**config.mk**
```make
export PLATFORM = sky130hd
export DESIGN_NAME = div_share_arbiter
export DESIGN_NICKNAME = d
export VERILOG_FILES = /design/src/rtl/div_share_arbiter.sv
export SDC_FILE = /design/constraint.sdc
export NUM_CORES = 1
export LEC_CHECK = 0
export CAP_MARGIN = 40
export CORE_AREA = 2 2 336 338
export CTS_BUF_LIST = sky130_fd_sc_hd__clkbuf_8
export DETAILED_ROUTE_END_ITERATION = 10
export DIE_AREA = 0 0 338 340
export PLACE_DENSITY_LB_ADDON = 0.2
export SLEW_MARGIN = 20
export SYNTH_ARGS = -nofsm -noshare
export SYNTH_HDL_FRONTEND = slang
export SYNTH_SLANG_ARGS = --single-unit
```
**constraint.sdc**
```tcl
create_clock -name clk_in -period 2.2 [get_ports clk_in]
set_input_delay 0.22 -clock clk_in [delete_from_list [all_inputs] [get_ports clk_in]]
set_output_delay 0.22 -clock clk_in [all_outputs]
set_load 0.02 [all_outputs]
```
**src/rtl/div_share_arbiter.sv**
```systemverilog
// div_share_arbiter: round-robin arbiter sharing one sequential divider among NUM_REQ requesters.
// Define DIV_ARB_TIMEOUT_EN to add a WAIT-state watchdog that answers with an error after TIMEOUT_CYCLES.
module div_share_arbiter #(
  parameter int NUM_REQ        = 4,
  parameter int WIDTH          = 60,
  parameter int TIMEOUT_CYCLES = 128
) (
  input  logic                     clk_in,
  input  logic                     rst_n_in,
  input  logic [NUM_REQ-1:0]       req_valid_in,
  input  logic [NUM_REQ*WIDTH-1:0] req_dividend_in,
  input  logic [NUM_REQ*WIDTH-1:0] req_divisor_in,
  output logic [NUM_REQ-1:0]       req_ready_out,
  output logic [NUM_REQ-1:0]       rsp_valid_out,
  output logic [WIDTH-1:0]         rsp_quotient_out,
  output logic [WIDTH-1:0]         rsp_remainder_out,
  output logic                     rsp_error_out,
  output logic [WIDTH-1:0]         div_dividend_out,
  output logic [WIDTH-1:0]         div_divisor_out,
  output logic                     div_valid_out,
  input  logic [WIDTH-1:0]         div_quotient_in,
  input  logic [WIDTH-1:0]         div_remainder_in,
  input  logic                     div_valid_in,
  input  logic                     div_error_in,
  input  logic                     div_busy_in
);

  localparam int IDX_W = (NUM_REQ > 1) ? $clog2(NUM_REQ) : 1;

  typedef enum logic [1:0] {
    IDLE    = 2'd0,
    ISSUE   = 2'd1,
    WAIT    = 2'd2,
    RESPOND = 2'd3
  } state_t;

  if (TIMEOUT_CYCLES < 1) begin : g_timeout_range
    $error("TIMEOUT_CYCLES must be at least 1");
  end

  state_t             state_r;
  logic [IDX_W-1:0]   sel_r;
  logic [IDX_W-1:0]   rr_ptr_r;
  logic [IDX_W-1:0]   pick_s;
  logic               pick_found_s;
  logic [NUM_REQ-1:0] ready_r;
  logic [WIDTH-1:0]   dividend_r [NUM_REQ];
  logic [WIDTH-1:0]   divisor_r  [NUM_REQ];
  logic [NUM_REQ-1:0] rsp_valid_r;
  logic [WIDTH-1:0]   rsp_quotient_r;
  logic [WIDTH-1:0]   rsp_remainder_r;
  logic               rsp_error_r;
  logic [WIDTH-1:0]   div_dividend_r;
  logic [WIDTH-1:0]   div_divisor_r;
  logic               div_valid_r;

`ifdef DIV_ARB_TIMEOUT_EN
  localparam int CNT_W = $clog2(TIMEOUT_CYCLES + 1);
  logic [CNT_W-1:0] wait_cnt_r;
`endif

  assign req_ready_out     = ready_r;
  assign rsp_valid_out     = rsp_valid_r;
  assign rsp_quotient_out  = rsp_quotient_r;
  assign rsp_remainder_out = rsp_remainder_r;
  assign rsp_error_out     = rsp_error_r;
  assign div_dividend_out  = div_dividend_r;
  assign div_divisor_out   = div_divisor_r;
  assign div_valid_out     = div_valid_r;

  // Round-robin search: first pending slot at or after rr_ptr_r, wrapping modulo NUM_REQ.
  always_comb begin
    pick_s       = {IDX_W{1'b0}};
    pick_found_s = 1'b0;
    for (int k = 0; k < NUM_REQ; k++) begin
      pick_s = (!pick_found_s && !ready_r[(int'(rr_ptr_r) + k) % NUM_REQ])
               ? IDX_W'((int'(rr_ptr_r) + k) % NUM_REQ) : pick_s;
      pick_found_s = pick_found_s || !ready_r[(int'(rr_ptr_r) + k) % NUM_REQ];
    end
  end

  // Pending slots: latch operands on accept, release the served slot while leaving RESPOND.
  always_ff @(posedge clk_in or negedge rst_n_in) begin
    if (!rst_n_in) begin
      ready_r <= {NUM_REQ{1'b1}};
      for (int i = 0; i < NUM_REQ; i++) begin
        dividend_r[i] <= {WIDTH{1'b0}};
        divisor_r[i]  <= {WIDTH{1'b0}};
      end
    end else begin
      for (int i = 0; i < NUM_REQ; i++) begin
        if ((state_r == RESPOND) && (int'(sel_r) == i)) begin
          ready_r[i] <= 1'b1;
        end else if (req_valid_in[i] && ready_r[i]) begin
          ready_r[i]    <= 1'b0;
          dividend_r[i] <= req_dividend_in[i*WIDTH +: WIDTH];
          divisor_r[i]  <= req_divisor_in[i*WIDTH +: WIDTH];
        end
      end
    end
  end

  // Arbitration FSM driving the divider and the shared response bus.
  always_ff @(posedge clk_in or negedge rst_n_in) begin
    if (!rst_n_in) begin
      state_r         <= IDLE;
      sel_r           <= {IDX_W{1'b0}};
      rr_ptr_r        <= {IDX_W{1'b0}};
      rsp_valid_r     <= {NUM_REQ{1'b0}};
      rsp_quotient_r  <= {WIDTH{1'b0}};
      rsp_remainder_r <= {WIDTH{1'b0}};
      rsp_error_r     <= 1'b0;
      div_dividend_r  <= {WIDTH{1'b0}};
      div_divisor_r   <= {WIDTH{1'b0}};
      div_valid_r     <= 1'b0;
`ifdef DIV_ARB_TIMEOUT_EN
      wait_cnt_r      <= {CNT_W{1'b0}};
`endif
    end else begin
      rsp_valid_r <= {NUM_REQ{1'b0}};
      case (state_r)
        IDLE: begin
          if (pick_found_s && !div_busy_in) begin
            sel_r          <= pick_s;
            div_dividend_r <= dividend_r[pick_s];
            div_divisor_r  <= divisor_r[pick_s];
            div_valid_r    <= 1'b1;
            state_r        <= ISSUE;
          end
        end
        ISSUE: begin
          div_valid_r <= 1'b0;
          state_r     <= WAIT;
`ifdef DIV_ARB_TIMEOUT_EN
          wait_cnt_r  <= {CNT_W{1'b0}};
`endif
        end
        WAIT: begin
          if (div_valid_in) begin
            rsp_quotient_r     <= div_quotient_in;
            rsp_remainder_r    <= div_remainder_in;
            rsp_error_r        <= div_error_in;
            rsp_valid_r[sel_r] <= 1'b1;
            state_r            <= RESPOND;
`ifdef DIV_ARB_TIMEOUT_EN
          end else if (wait_cnt_r == CNT_W'(TIMEOUT_CYCLES - 1)) begin
            // Divider never answered: report an error with zeroed results.
            rsp_quotient_r     <= {WIDTH{1'b0}};
            rsp_remainder_r    <= {WIDTH{1'b0}};
            rsp_error_r        <= 1'b1;
            rsp_valid_r[sel_r] <= 1'b1;
            state_r            <= RESPOND;
          end else begin
            wait_cnt_r <= wait_cnt_r + CNT_W'(1);
`endif
          end
        end
        RESPOND: begin
          rr_ptr_r <= (sel_r == IDX_W'(NUM_REQ - 1)) ? {IDX_W{1'b0}} : sel_r + IDX_W'(1);
          state_r  <= IDLE;
        end
        default: begin
          state_r     <= IDLE;
          div_valid_r <= 1'b0;
        end
      endcase
    end
  end

endmodule
```
; ---- Word-level counts from Yosys, hierarchy flattened
; Cells that the tools add are included.
[classes]
n_reduce_logical = 41
bitwise = 8
n_mux = 39
order_cmp = 7
eq_ne = 9
add_sub_neg = 4
[ops]
columns = op, n
row1 = $bmux W60 S2, 2
row2 = $mux W60, 4
row3 = $mux W1, 17
row4 = $reduce_and A2 Y1, 8
row5 = $mux W2, 7
row6 = $logic_and A1 B1 Y1, 13
row7 = $lt A3 B4 Y1 const B, 3
row8 = $eq A2 B2 Y1 const B, 5
row9 = $reduce_bool A2 Y1, 5
row10 = $bmux W1 S2, 4
row11 = $mux W4, 2
row12 = $pmux W2 S4, 1
row13 = $logic_not A1 Y1, 7
row14 = $lt A2 B3 Y1 const B, 2
row15 = $reduce_or A2 Y1, 3
row16 = $add A2 B1 Y2 const B, 2
row17 = $add A2 B2 Y2 const B, 2
row18 = $eq A2 B1 Y1 const B, 2
row19 = $logic_not A2 Y1, 2
row20 = $ne A2 B2 Y1 const B, 2
row21 = $not A1 Y1, 4
row22 = $and A1 B1 Y1 const A, 3
row23 = $ge A3 B3 Y1 const B, 1
row24 = $logic_or A1 B1 Y1, 3
row25 = other kinds (4), 4
[word_totals]
out_inout_bits = 250
reg_bits = 736

; ---- Longest topological paths before layout
[depth]
word_depth = 16
depth_mapped = 8
depth_no_buf = 6

; ---- Worst setup path before layout
; OpenSTA, ideal clock, no wires.
[synth_path]
kind = flip-flop to flip-flop
startpoint = register ready_r[0], in the netlist req_ready_out[0]
endpoint = register div_dividend_r[33], in the netlist div_dividend_out[33]
setup_slack_ns = 0.279
stages_incl_launch_ff = 9
required_time_ns = 2.064
n_path_buf = 3
arrival_time_ns = 1.785
setup_time_ns = 0.136
cell_sequence = dfstp_2 -> or2_1 -> a21oi_2 -> a221oi_2 -> buf_6 -> buf_12 -> buf_12 -> mux2i_1 -> o221ai_2
[synth_via]
elab_chain_cells = 13
[synth_lines]
columns = item, line_no
row1 = start: declaration, 46  ; logic [NUM_REQ-1:0] ready_r;
row2 = start signal: assignment, 85  ; ready_r <= {NUM_REQ{1'b1}};
row3 = $bmux W1 S2, "76, 78"
row4 = $mux W1 (implied by the code) (2 in series), "76, 78"
row5 = $logic_not A1 Y1, "76, 78"
row6 = $logic_or A1 B1 Y1, 78  ; pick_found_s = pick_found_s || !ready_r[(int'(rr_ptr_r) + k) % NUM_REQ];
row7 = $logic_not A1 Y1 or $logic_or A1 B1 Y1 (tied branches), "76, 78"
row8 = $logic_and A1 B1 Y1 or $logic_not A1 Y1 (tied branches), 76  ; pick_s = (!pick_found_s && !ready_r[(int'(rr_ptr_r) + k) % NUM_REQ])
row9 = $mux W2 or $logic_and A1 B1 Y1 (tied branches), "77, 76"
row10 = $mux W2, 77  ; ? IDX_W'((int'(rr_ptr_r) + k) % NUM_REQ) : pick_s;
row11 = $not A2 Y3 (implied by the code), 125  ; div_dividend_r <= dividend_r[pick_s];
row12 = $bmux W60 S2, 125
row13 = $mux W60 (implied by the code) (2 in series), 125
row14 = end signal: assignment, 113  ; div_dividend_r <= {WIDTH{1'b0}};
row15 = end signal: assignment, 125
row16 = end: declaration, 53  ; logic [WIDTH-1:0] div_dividend_r;
; Parallel ways exist; a longest one is shown, timed or not. The select of a mux whose other input is x is not followed.
; A chain may end at the register's enable or synchronous reset.

; ---- Worst setup path in the final report
[layout_path]
startpoint = register ready_r[0], in the netlist req_ready_out[0]
endpoint = register div_dividend_r[23], in the netlist div_dividend_out[23]
; The elaborated chain is that of the path after synthesis.

==> impl_summary.log <==
[metrics] Synth Area in Adders: 0.369%
[metrics] post-route DRC violation count: 0
[metrics] Synth Register Bits: 736
[metrics] cell with the largest stage delay on the worst path: dfstp_2
[metrics] max cap viols: 0
[metrics] setup TNS: 0 ns
[metrics] latest clock arrival within the worst-skew pair: approximately 0.8 ns
[metrics] share of the synthesized area in the top cell type: 60.0%
[metrics] relative slew slack: 40.9%
[metrics] required time of the worst setup path: 2.90 ns
[metrics] critical path endpoint category: flip-flop
[metrics] number of violations reported at the end of detailed-routing iteration 0: between 800 and 900
[metrics] CTS tree: built
[metrics] crit path time final: 2.13 ns
[metrics] Inst Count DP: around 4400
[metrics] hold slack final: 0.0708 ns
[metrics] worst-case setup margin in the final layout: 0.0667 ns
[metrics] synth-to-layout area growth: 63.5%
[metrics] Worst IR Drop VDD: roughly 0.79 mV
[metrics] die extent in x: ~340 µm
[metrics] DR vias/cell: 4.56
[metrics] maximum clock path buffer count: 3
[metrics] Worst Reg-to-Reg Cells: 6
[metrics] highest clock frequency the design can meet: 0.469 GHz
[metrics] Final Cell Area: 0.0500 mm²
[metrics] setup-violating endpoint count in the final report: 0
[metrics] number of buffers created by CTS: 141
[metrics] net switching component of the power: 23.7 mW
[metrics] average cell area after synthesis: about 15 µm²
[metrics] post-synthesis instance area: 0.0306 mm²
[metrics] number of cells on the worst hold path: 2
[metrics] ports placed on the boundary: 859
[metrics] critical-path cell list: buf_4 > a41oi_2 > nand2_4 > buf_12 > nand2_1 > o221ai_1
[metrics] count of synthesis-stage warnings from yosys: 0
[metrics] share of synthesized area spent on multiplexers: 30.1%
[metrics] Max H-tree Level: 4
[metrics] Layout Utilization: 44.8%
[metrics] number of failing hold endpoints at the final stage: 0
[metrics] area fraction in and, or, nand and nor cells after synthesis: 1.91%
[metrics] largest net degree at the start of global routing: between 100 and 150
[metrics] non-filler cells in the finished layout: ~5100
[metrics] clock root buffer master: clkbuf_8
[metrics] most instantiated library cell after synthesis: dfrtp_1
[metrics] kind of start point of the critical path: flip-flop
[metrics] Routed WL per cell: 22.6 µm
[metrics] Max FO, Critical Path: 120
[metrics] Crit path max-delay family: buffers and inverters
[metrics] y dimension of the die: 340 µm
[metrics] number of cell rows: between 100 and 150
[metrics] aggregate routed wire length: 117000 µm
[metrics] number of enable-type register cells in the synthesized netlist: 0
[metrics] unrepaired setup endpoints after global routing: yes
[metrics] number of nets with antenna violations after detailed routing: 0
[metrics] share of layout cells above drive strength 1: about a quarter
[metrics] total gr overflow: 0
[metrics] pre-CTS setup slack: -0.0463 ns
[metrics] initial antenna violation count: 25
[metrics] power per cell area: about 1300 mW/mm²
[metrics] final count of pins violating max slew: 0
[metrics] count of buffering cells on the critical path with inverters included: 2
[metrics] initial standard-cell utilization of the core: a little over a quarter
[metrics] Core ar.: 0.112 mm²
[metrics] gate count of the mapped netlist: 2014
[metrics] setup slack of the most critical reg-to-reg path: 0.07 ns
[metrics] clock group share of total power: 19.2%
[metrics] cell type with the largest total area after synthesis: dfrtp_1
[metrics] cell-internal power: 43.7 mW
[metrics] worst clock skew: 0.0402 ns
[metrics] Overall Global Routing Usage: between 10% and 20%
[metrics] number of logic stages on the critical path including buffering: 6
[metrics] worst min-delay path category: in -> reg
[metrics] Pwr Total: between 60 and 70 mW
[metrics] synth cell count leaders: 732 x dfrtp_1, 603 x mux2_2, 240 x mux2i_1
[metrics] standby leakage power: 21.8 nW
[metrics] proportion of total power due to net switching: 35.1%
[metrics] xor/xnor share of the synthesized area: 0%
[metrics] share of the yosys chip area belonging to registers: 60.3%
[metrics] drt first pass iters: 5
[metrics] Final GP Congestion: 0.865
[metrics] via count: 23500
[metrics] total number of nets in the final design: 4164
[metrics] number of global-route vias before repair: approximately 27000
[metrics] share of synthesized flip-flops with an asynchronous set or reset: 100%
[metrics] post-route fraction of the period consumed by the critical path: 97.0%
[metrics] total die area: 0.115 mm²
[metrics] largest family of logic cells by synthesized area: multiplexers
[metrics] Port Buf Inserts: about 860
[metrics] clk slew on worst S/H paths: 0.05 ns
[metrics] most common flop cell mapped by yosys: dfrtp_1
[metrics] arrival time at the worst endpoint: 2.83 ns
[metrics] Post-Place Cell Area: 0.0417 mm²
[metrics] post-synthesis net count: 2632
[metrics] delay of the slowest cell on the worst path: 0.56 ns
[metrics] placed wire-length estimate: 81600 µm
[metrics] number of inserted filler cells in the final layout: 10100
[metrics] wire length of the first global-routing pass: approximately 170000 µm
[metrics] number of sinks handled by clock tree synthesis: 736
[metrics] transition time of the tightest slew-check pin: 0.886 ns
[metrics] result of the run: finished, final reports clean
[metrics] post-synthesis compound-gate area fraction: under 10%
[metrics] part of the total power dissipated in sequential elements: 35.6%
[metrics] count of different cell masters after synthesis: 33
[metrics] fraction of power consumed by combinational cells: 45.1%
[metrics] ranking of synthesized cells by area: dfrtp_1 60%, mux2_2 22%, mux2i_1 7.9%
[metrics] kind of critical path: reg -> reg
==> flip-flops by register name (all words and copies together) (netlist names), 4 cells and up <==
| name | flops |
|---|---|
| rsp_quotient_out | 60 |
| rsp_remainder_out | 60 |
| div_dividend_out | 60 |
| div_divisor_out | 60 |
| dividend_r | 240 |
| req_ready_out | 4 |
| rsp_valid_out | 4 |
| divisor_r | 240 |
==> per-layer routing <==
| metal | up-vias | routed length (µm) | global-route usage [%] | part of all wire [%] |
|---|---|---|---|---|
| met5 | - | 171 | 0 | 0.15 |
| met4 | 28 | 4250 | 7.77 | 3.6 |
| met3 | 228 | 7680 | 5.45 | 6.6 |
| met2 | 843 | 57000 | 33.8 | 49 |
| met1 | 11900 | 47500 | 23.5 | 41 |
| li1 | 10400 | - | - | - |
==> power groups by stage <==
stage	Clock [mW]	Sequential, mW	Combinational (mW)
after floorplan	0	25.6	15.9
after global placement	0	24.0	28.3
after detailed placement	0	24.2	29.0
after CTS	13.5	24.0	29.9
after global routing	14.1	24.8	32.4
final	13.0	24.0	30.4
==> worst paths after layout <==
path,from,to
min,req_dividend_in[47],dividend_r[227]$_DFFE_PN0P_
min in group asynchronous,rst_n_in,divisor_r[187]$_DFFE_PN0P_
max in group asynchronous,rst_n_in,rsp_quotient_out[13]$_DFFE_PN0P_
max reg2reg,req_ready_out[0]$_DFFE_PN1P_,div_dividend_out[23]$_DFFE_PN0P_
max,req_ready_out[0]$_DFFE_PN1P_,div_dividend_out[23]$_DFFE_PN0P_
min reg2reg,div_dividend_out[22]$_DFFE_PN0P_,div_dividend_out[22]$_DFFE_PN0P_
==> kinds of logic after synthesis <==
logic type	after synthesis
mux	843
flops	736
simple gates	146
buf+inv	142
compound gates	138
fa+ha+maj	9
==> cells in the final DEF (no fill, tap or decap), drive strengths merged, types with 3 or more instances in the layout <==
master,netlist,final
dlygate4sd2,0,12
diode,0,12
clkdlybuf4s50,0,842
dlygate4sd3,0,532
clkbuf,38,175
a21oi,5,5
clkinv,0,5
dfrtp,732,732
nand2,129,129
o221ai,121,121
inv,10,62
clkinvlp,0,3
o21ai,7,7
buf,90,129
ha,9,9
and3,8,8
mux2,603,603
mux2i,240,240
dfstp,4,4
==> cell type report <==
type                            instances  area, µm²  area share [%]
Antenna cell                           12       30.0          0.0601
Clock buffer                          171       2350            4.71
Clock inverter                         61        288           0.576
Inverter                               10       37.5          0.0751
Multi-Input combinational cell       1136      11200            22.4
Sequential cell                       736      18400            36.9
Tap cell                             1500       1880            3.76
Timing Repair Buffer                 1521      15800            31.6
==> timing repair <==
item                                     CTS  global route
hold buffers                             532             1
endpoints found under the setup margin    13            72
resized for setup                         13            16
gates cloned                               0             4
buffers inserted                           0             7
endpoints found under the hold margin   1262             1
Note: power is estimated with default switching activity, not from simulation.
